--- config.mk ---
export PLATFORM = sky130hd
export DESIGN_NAME = uart_tx_fifo_flat
export DESIGN_NICKNAME = d
export VERILOG_FILES = /design/src/rtl/uart_tx_fifo_if.sv /design/src/rtl/uart_tx_fifo.sv /design/src/flat_wrapper.sv
export SDC_FILE = /design/constraint.sdc
export NUM_CORES = 1
export LEC_CHECK = 0
export CAP_MARGIN = 20
export CORE_UTILIZATION = 50
export CTS_BUF_LIST = sky130_fd_sc_hd__clkbuf_8
export DETAILED_ROUTE_END_ITERATION = 16
export PLACE_DENSITY = 0.68
export SYNTH_ARGS = -nofsm -noshare
export SYNTH_HDL_FRONTEND = slang
export SYNTH_SLANG_ARGS = --single-unit
--- constraint.sdc ---
create_clock -name clk -period 6.7 [get_ports clk]
set_clock_uncertainty 0.15 [all_clocks]
set_input_delay 0.67 -clock clk [delete_from_list [all_inputs] [get_ports clk]]
set_output_delay 0.67 -clock clk [all_outputs]
set_load 0.02 [all_outputs]
--- src/rtl/uart_tx_fifo_if.sv ---
// Valid/ready word handshake into the UART transmitter queue.
interface uart_tx_fifo_if #(
  parameter int DATA_BITS = 8
);
  logic [DATA_BITS-1:0] s_data;
  logic                 s_valid;
  logic                 s_ready;

  modport master (output s_data, output s_valid, input s_ready);
  modport slave  (input s_data, input s_valid, output s_ready);
endinterface

--- src/rtl/uart_tx_fifo.sv ---
// UART transmitter fed by a small word FIFO; frames go out LSB first with optional
// parity and one or two stop bits, back-to-back while words remain queued.
module uart_tx_fifo #(
  parameter int CLK_FREQ   = 50_000_000,
  parameter int BAUD_RATE  = 9600,
  parameter int DATA_BITS  = 8,
  parameter int PARITY     = 0,
  parameter int STOP_BITS  = 1,
  parameter int FIFO_DEPTH = 4
) (
  input  logic                        clk,
  input  logic                        rst,
  uart_tx_fifo_if.slave               s,
  output logic                        txd,
  output logic                        tx_busy,
  output logic                        frame_done,
  output logic [$clog2(FIFO_DEPTH):0] fifo_count
);
  localparam int BAUD_DIV = CLK_FREQ / BAUD_RATE;
  localparam int BW       = $clog2(BAUD_DIV);
  localparam int AW       = $clog2(FIFO_DEPTH);
  localparam int CW       = AW + 1;

  typedef enum logic [2:0] {S_IDLE, S_START, S_DATA, S_PARITY, S_STOP} state_t;

  logic [DATA_BITS-1:0] mem_q [FIFO_DEPTH];
  logic [AW-1:0]        wr_ptr_q, rd_ptr_q;
  logic [CW-1:0]        count_q, count_d;
  state_t               state_q;
  logic [BW-1:0]        baud_cnt_q;
  logic [3:0]           bit_idx_q;
  logic [DATA_BITS-1:0] shift_q;
  logic                 parity_q, txd_q, busy_q, done_q;
  logic                 push, pop, bit_end, last_stop;
  logic [DATA_BITS-1:0] head;

  assign s.s_ready  = !rst && (count_q < CW'(FIFO_DEPTH));
  assign push       = s.s_valid && s.s_ready;
  assign head       = mem_q[rd_ptr_q];
  assign bit_end    = (baud_cnt_q == BW'(BAUD_DIV - 1));
  assign last_stop  = (state_q == S_STOP) && bit_end && (bit_idx_q == 4'(STOP_BITS - 1));
  // A word written this edge is not counted yet, so it can only be popped one edge later.
  assign pop        = (count_q != '0) && ((state_q == S_IDLE) || last_stop);

  assign txd        = txd_q;
  assign tx_busy    = busy_q;
  assign frame_done = done_q;
  assign fifo_count = count_q;

  always_comb begin
    count_d = count_q;
    case ({push, pop})
      2'b10:   count_d = count_q + 1'b1;
      2'b01:   count_d = count_q - 1'b1;
      default: count_d = count_q;
    endcase
  end

  always_ff @(posedge clk) begin
    if (push) mem_q[wr_ptr_q] <= s.s_data;
  end

  always_ff @(posedge clk) begin
    if (rst) begin
      wr_ptr_q <= '0;
      rd_ptr_q <= '0;
      count_q  <= '0;
    end else begin
      if (push) wr_ptr_q <= wr_ptr_q + 1'b1;
      if (pop)  rd_ptr_q <= rd_ptr_q + 1'b1;
      count_q <= count_d;
    end
  end

  always_ff @(posedge clk) begin
    if (rst) begin
      state_q    <= S_IDLE;
      baud_cnt_q <= '0;
      bit_idx_q  <= '0;
      shift_q    <= '0;
      parity_q   <= 1'b0;
      txd_q      <= 1'b1;
      busy_q     <= 1'b0;
      done_q     <= 1'b0;
    end else begin
      done_q <= 1'b0;
      if (state_q != S_IDLE) baud_cnt_q <= bit_end ? '0 : baud_cnt_q + 1'b1;
      case (state_q)
        S_IDLE: begin
          if (pop) begin
            state_q    <= S_START;
            shift_q    <= head;
            parity_q   <= (^head) ^ (PARITY == 1);
            baud_cnt_q <= '0;
            txd_q      <= 1'b0;
            busy_q     <= 1'b1;
          end
        end
        S_START: begin
          if (bit_end) begin
            state_q   <= S_DATA;
            bit_idx_q <= '0;
            txd_q     <= shift_q[0];
          end
        end
        S_DATA: begin
          if (bit_end) begin
            shift_q <= shift_q >> 1;
            if (bit_idx_q == 4'(DATA_BITS - 1)) begin
              bit_idx_q <= '0;
              if (PARITY != 0) begin
                state_q <= S_PARITY;
                txd_q   <= parity_q;
              end else begin
                state_q <= S_STOP;
                txd_q   <= 1'b1;
              end
            end else begin
              bit_idx_q <= bit_idx_q + 1'b1;
              txd_q     <= shift_q[1];
            end
          end
        end
        S_PARITY: begin
          if (bit_end) begin
            state_q   <= S_STOP;
            bit_idx_q <= '0;
            txd_q     <= 1'b1;
          end
        end
        S_STOP: begin
          // Registered pulse lands exactly on the last cycle of the final stop bit.
          if ((bit_idx_q == 4'(STOP_BITS - 1)) && (baud_cnt_q == BW'(BAUD_DIV - 2)))
            done_q <= 1'b1;
          if (bit_end) begin
            if (bit_idx_q != 4'(STOP_BITS - 1)) begin
              bit_idx_q <= bit_idx_q + 1'b1;
            end else if (pop) begin
              state_q  <= S_START;
              shift_q  <= head;
              parity_q <= (^head) ^ (PARITY == 1);
              txd_q    <= 1'b0;
            end else begin
              state_q <= S_IDLE;
              txd_q   <= 1'b1;
              busy_q  <= 1'b0;
            end
          end
        end
        default: state_q <= S_IDLE;
      endcase
    end
  end
endmodule
--- src/flat_wrapper.sv ---
// flat-port wrapper written by rule: the top's interface ports become plain ports
module uart_tx_fifo_flat 
#(
  parameter int CLK_FREQ   = 50_000_000,
  parameter int BAUD_RATE  = 9600,
  parameter int DATA_BITS  = 8,
  parameter int PARITY     = 0,
  parameter int STOP_BITS  = 1,
  parameter int FIFO_DEPTH = 4
)
  (clk, rst, txd, tx_busy, frame_done, fifo_count, s_s_data, s_s_valid, s_s_ready);
  uart_tx_fifo_if #(.DATA_BITS(DATA_BITS)) s_i ();
  input  logic clk;
  input  logic rst;
  output logic txd;
  output logic tx_busy;
  output logic frame_done;
  output logic [$clog2(FIFO_DEPTH):0] fifo_count;
  input wire logic [$bits(s_i.s_data)-1:0] s_s_data;
  input wire logic [$bits(s_i.s_valid)-1:0] s_s_valid;
  output wire logic [$bits(s_i.s_ready)-1:0] s_s_ready;
  assign s_i.s_data = s_s_data;
  assign s_i.s_valid = s_s_valid;
  assign s_s_ready = s_i.s_ready;
  uart_tx_fifo #(.CLK_FREQ(CLK_FREQ), .BAUD_RATE(BAUD_RATE), .DATA_BITS(DATA_BITS), .PARITY(PARITY), .STOP_BITS(STOP_BITS), .FIFO_DEPTH(FIFO_DEPTH)) u_core (.clk(clk), .rst(rst), .s(s_i), .txd(txd), .tx_busy(tx_busy), .frame_done(frame_done), .fifo_count(fifo_count));
endmodule
* Word-level counts from Yosys, hierarchy flattened
Memory sizes are Yosys's and may differ from the RTL's. A register that Yosys moved wholly into a read port is not among the register bits. Cells that the tools add are included.
Cells by class: add/sub/neg operators 6, bitwise logic cells 1, reduce and logical (&&, ||, !) cells 25, eq/ne operators 19, multiplexer cells 44, order comparisons 1
Operators with widths (number):
- 13-bit 2-to-1 mux | 4
- 8-bit 2-to-1 mux | 4
- 13-bit equality test (second input constant) | 2
- 8-bit case mux with 3 select lines | 1
- 3-bit 2-to-1 mux | 7
- 4-bit 2-to-1 mux | 5
- 1-bit 2-to-1 mux | 16
- 3-bit case mux with 5 select lines | 1
- 2-bit by 1-bit inequality test with 1-bit output (second input constant) | 7
- 7-bit AND reduction | 2
- 13-bit by 1-bit adder with 13-bit output (second input constant) | 1
- 4-bit case mux with 3 select lines | 1
- 3-bit nonzero test | 4
- 5-bit AND reduction | 2
- 3-bit by 2-bit equality test with 1-bit output (second input constant) | 2
- 1-bit logical AND | 6
- 2-bit inequality test (second input constant) | 3
- 3-bit case mux with 2 select lines | 1
- 1-bit case mux with 5 select lines | 1
- 5-bit nonzero test | 1
- 2-bit by 1-bit adder with 2-bit output (second input constant) | 2
- 4-bit by 1-bit adder with 4-bit output (second input constant) | 1
- 4-bit by 3-bit equality test with 1-bit output (second input constant) | 1
- 4-bit logical NOT | 1
- 17 further kinds | 20
Storage, ports and cells: memories 1, output and inout port bits 7, register bits after elaboration 38, word-level logic and storage cells 107, input port bits 11, memory bits (writable) 32
Memory list:
- u_core.mem_q | depth 4, width 8, rd ports 1, clocked after memory_dff 1, write ports 1, line uart_tx_fifo.sv:26 | logic [DATA_BITS-1:0] mem_q [FIFO_DEPTH];

* Longest topological paths before layout
depth after elaboration 9, gate-level depth with buffers 11, depth with buffers taken out 11

* Worst setup path after synthesis
OpenSTA, ideal clock, no wires.
path type flip-flop to flip-flop, from reg u_core.state_q[1], to reg u_core.count_q[2], in the netlist u_core.fifo_count[2], arrival time 2402 ps, path buffers 2, slack 4077 ps, data required time 6479 ps, cell stages (with the launch flop) 11, library setup time 71 ps, cells stage by stage dfxtp_1 > buf_6 > or3_1 > clkbuf_1 > a211oi_2 > ha_1 > inv_1 > fa_1 > xor2_1 > or3_1 > a21oi_1
On the way: longest elaborated chain between the ends 7, elaborated cells on any way between the ends 10, those cells by class eq/ne: 3; mux: 1; reduce/logical: 6
Ends and longest elaborated chain:
- from (decl) | line uart_tx_fifo.sv:29 | state_t state_q;
- from (signal assigned) | line uart_tx_fifo.sv:77 | state_q <= S_IDLE;
- from (signal assigned) | line uart_tx_fifo.sv:91 | state_q <= S_START;
- from (signal assigned) | line uart_tx_fifo.sv:101 | state_q <= S_DATA;
- 3-bit equality test | line uart_tx_fifo.sv:41 | assign last_stop = (state_q == S_STOP) && bit_end && (bit_idx_q == 4'(STOP_BITS - 1));
- 1-bit logical AND (2 in a row) | line uart_tx_fifo.sv:41
- 1-bit logical OR * | line uart_tx_fifo.sv:43 | assign pop = (count_q != '0) && ((state_q == S_IDLE) || last_stop);
- 1-bit logical AND * | line uart_tx_fifo.sv:43
- 2-bit by 1-bit equality test with 1-bit output or 2-bit equality test (tied branches) | line uart_tx_fifo.sv:52 | case ({push, pop})
- 3-bit case mux with 2 select lines or 2-bit nonzero test (tied branches)
- to (signal assigned) | line uart_tx_fifo.sv:71 | count_q <= count_d;
- to (decl) | line uart_tx_fifo.sv:28 | logic [CW-1:0] count_q, count_d;
Mark *: on every way between the ends. The rest lies on a longest branch, timed or not. A chain may end at the register's enable or synchronous reset.

* Worst setup path in the final report
from reg u_core.baud_cnt_q[9], to reg u_core.count_q[2], in the netlist u_core.fifo_count[2]
On the way: longest elaborated chain between the ends 7, elaborated cells on any way between the ends 9, those cells by class eq/ne: 3; mux: 1; reduce/logical: 5
Ends and longest elaborated chain:
- from (decl) | line uart_tx_fifo.sv:30 | logic [BW-1:0] baud_cnt_q;
- from (signal assigned) | line uart_tx_fifo.sv:87 | if (state_q != S_IDLE) baud_cnt_q <= bit_end ? '0 : baud_cnt_q + 1'b1;
- 13-bit equality test * | line uart_tx_fifo.sv:40 | assign bit_end = (baud_cnt_q == BW'(BAUD_DIV - 1));
- 1-bit logical AND * (2 in a row) | line uart_tx_fifo.sv:41
- 1-bit logical OR * | line uart_tx_fifo.sv:43
- 1-bit logical AND * | line uart_tx_fifo.sv:43
- 2-bit by 1-bit equality test with 1-bit output or 2-bit equality test (tied branches) | line uart_tx_fifo.sv:52
- 3-bit case mux with 2 select lines or 2-bit nonzero test (tied branches)
Marks and branches as above.

==> flow_summary.yaml <==
outcome:
  status: "finished clean"
finish:
  diodes: 0
  area_delta_synth_final_pct: 11.4
  multi_input_comb_area_sq_um: 1600
  seq_area_sq_um: 1760
  drive_above_1_share_pct: 14.5
  num-fill-cells: 580
  finalNonFillerCells: 426
  final_core_util_pct: 58.0
  fin_nets: 346
global_route:
  grt_pass1_vias: 2379
  grt_overflow: 0
  grt_max_degree: 40
  grt.total_usage_pct: 19.9
  grt_pass1_wl_microns: 11300
  antenna_found_initial: 0
timing:
  max_freq_mhz: 315
  rsz0062_at_grt: "no"
  finalSetupViolCount: 0
  setup_tns_ns: 0
  slew_violations: 0
  timing.final.crit_share_pct: 47.3
  hold_viol: 0
  finalCriticalPeriod_ns: 3.17
  max_slew_margin_pct: 43.8
  tightest_slew_ns: 0.842
place:
  gp_congestion: 0.797
  dp_hpwl_microns: 4470
  dp_cells: 410
  port_buffers: 17
clock_network:
  cts-resized-gates: 0
  tritoncts: "yes"
  insertion_delay_ns: 0.34
  cts_sinks: 72
  post_cts_buffers: 0
  cts_hold_buf: 0
  cts_buffer_depth: 2
  clk_pin_slew_worst_paths_ns: 0.08
  h-tree-depth: 3
  root_buffer: "clkbuf_8"
  cts_inserted_buffers: 9
worst_setup_path:
  critical_path_required_ns: 6.83
  worst_path_max_delay_cell: "a211oi_2"
  crit_chain: "nor4b_4, nand4_4, a211oi_2, ha_1, inv_1, fa_1, xor2_1, or3_1, a21oi_1"
  path_class: "reg2reg"
  cp_max_fo: 34
  startpoint_type: "flop"
  crit_family: "simple AND/OR/NAND/NOR gates"
  r2r_setup_slack_ns: 3.53
  r2r_start: "u_core.baud_cnt_q[9]"
  max_stage_delay_ns: 0.46
  crit_buf_inv: 1
  rr_endpoint: "u_core.fifo_count[2]"
  worstRegToRegCells: 9
  crit_arrival_ns: 3.30
  worst_setup_path_end_kind: "flop"
logic_synthesis:
  yosysSeqAreaShare_pct: 49.8
  syn_nets: 334
  synth_warnings: 0
  syn_avg_cell_area_sq_um: 11.3
  ys_seq_elements: 72
  ys_types: 69
  synth_most_common_cell: "dfxtp_1"
  async_flop_share_pct: 0
  synthTopCellsByArea: "edfxtp_1, dfxtp_1, mux4_2"
  yosysTopAreaCell: "edfxtp_1"
  synth_top_area_share_pct: 27.2
  synth_edf_count: 32
  synthFlopType: "dfxtp_1"
  yosys-top-cells-count: "dfxtp_1, edfxtp_1, inv_1"
  netlist_instances: 313
  syn_area_sq_um: 3530
hold_path:
  hold_path.class: "reg2reg"
  timing.hold.worst_path_depth: 2
  hold_start: "u_core.shift_q[3]"
  hold_end: "u_core.shift_q[3]"
route:
  antenna_left: 0
  drt-pass1-iter-count: 4
  vias: 2490
  drtIter0Drc: 152
  drc: 0
  wl_per_cell_microns: 15.4
  via_per_inst: 5.85
  routed_wirelength_microns: 6560
die:
  dieArea_sq_um: 7410
  start_util_pct: 52.0
  floorplan.die.height_microns: 86.1
  design.core.area_sq_um: 6790
  die_x_microns: 86.1
  io_pins: 18
  rows: 30
pwr:
  leakagePower_nw: 1.30
  power_density_nw_per_um2: 325
  max-vdd-ir-drop_v: 0.000210
run:
  cap_violations: 0
metal layers:
metal | GRT usage (%) | up-vias | wire length (microns)
met3 | 5.20 | 10 | 213
met2 | 31.4 | 45 | 3250
met5 | 0 | - | 0
li1 | - | 1221 | -
met1 | 26.7 | 1214 | 3000
met4 | 6.36 | 0 | 95
layout by cell type, fill, tap and decap left out, types with 4 or more instances in the layout:
master	count
nor3_1	7
nor2_1	20
clkbuf_8	9
ha_1	9
xnor2_1	4
edfxtp_1	32
o21ai_0	8
a21oi_1	11
nand2_1	15
and3_1	5
nand3_1	7
mux4_2	7
clkdlybuf4s50_1	17
nor4_1	4
inv_1	22
a31oi_1	8
or3_1	7
dfxtp_1	40
a211oi_1	10
mux2_2	9
a2111oi_0	7
cell type report:
| cell class | instances | share of cell area (%) |
|---|---|---|
| sequential | 72 | 44.7 |
| inverter | 22 | 2.10 |
| timing repair buffer | 18 | 4.51 |
| clock inverter | 7 | 1.97 |
| tap | 96 | 3.05 |
| multi-input combinational | 202 | 40.5 |
| clock buffer | 9 | 3.14 |
where the power goes:
part / leakage (nW) / internal (W) / switching [W]
registers: 0.615 / 0.000516 / 0.0000532
clock network: 0.100 / 0.000175 / 0.000173
logic: 0.586 / 0.000165 / 0.000198
total: 1.30 / 0.000857 / 0.000424
worst register-to-register path: cells and delay by family (launching register included):
family | cells | cell delay, ns
adder cells (fa/ha/maj) | 2 | 0.62
flip-flops | 1 | 0.37
XOR/XNOR | 1 | 0.16
buffers and inverters | 1 | 0.06
AND/OR/NAND/NOR | 3 | 1.14
AO/OA/AOI/OAI | 2 | 0.60
state kept, by name, indices dropped and copies added (netlist names), named ones only:
register           count
u_core.frame_done      1
u_core.wr_ptr_q        2
u_core.fifo_count      3
u_core.txd             1
u_core.baud_cnt_q     13
u_core.shift_q         8
u_core.mem_q          32
u_core.tx_busy         1
u_core.bit_idx_q       4
u_core.rd_ptr_q        2
u_core.state_q         3
per-stage QoR:
step                      setup slack (ns)  power (W)  hold WS, ns  area, sq um
after floorplan                       4.08   0.000852        0.280         3530
after global placement                3.38   0.000934        0.293         3740
after detailed placement              3.31   0.000943        0.295         3740
after CTS                             3.54    0.00129        0.310         3940
after global routing                  3.30    0.00136        0.330         3940
final                                 3.53    0.00128        0.307         3940
worst max-delay path by stage:
stage                              start              endpoint  slack (ns)  cells after the start
floorplan              u_core.state_q[1]  u_core.fifo_count[2]        4.08                     10
global placement                     rst  u_core.fifo_count[2]        3.38                     11
detailed placement                   rst  u_core.fifo_count[2]        3.31                     11
CTS                 u_core.baud_cnt_q[9]  u_core.fifo_count[2]        3.54                      9
global route        u_core.baud_cnt_q[2]  u_core.fifo_count[2]        3.30                      9
finish              u_core.baud_cnt_q[9]  u_core.fifo_count[2]        3.53                      9
kinds of logic (layout without fill, tap and decap cells):
kind of cell / Yosys count / count (layout) / share of synthesized area [%]
buffers and inverters: 39 / 56 / 5.03
XOR/XNOR: 6 / 6 / 1.49
AND/OR/NAND/NOR: 98 / 98 / 16.9
AO/OA/AOI/OAI: 69 / 69 / 14.3
flip-flops: 72 / 72 / 49.8
adder cells (fa/ha/maj): 10 / 10 / 3.75
multiplexers: 19 / 19 / 8.67
Power figures use the tool's default switching activity.
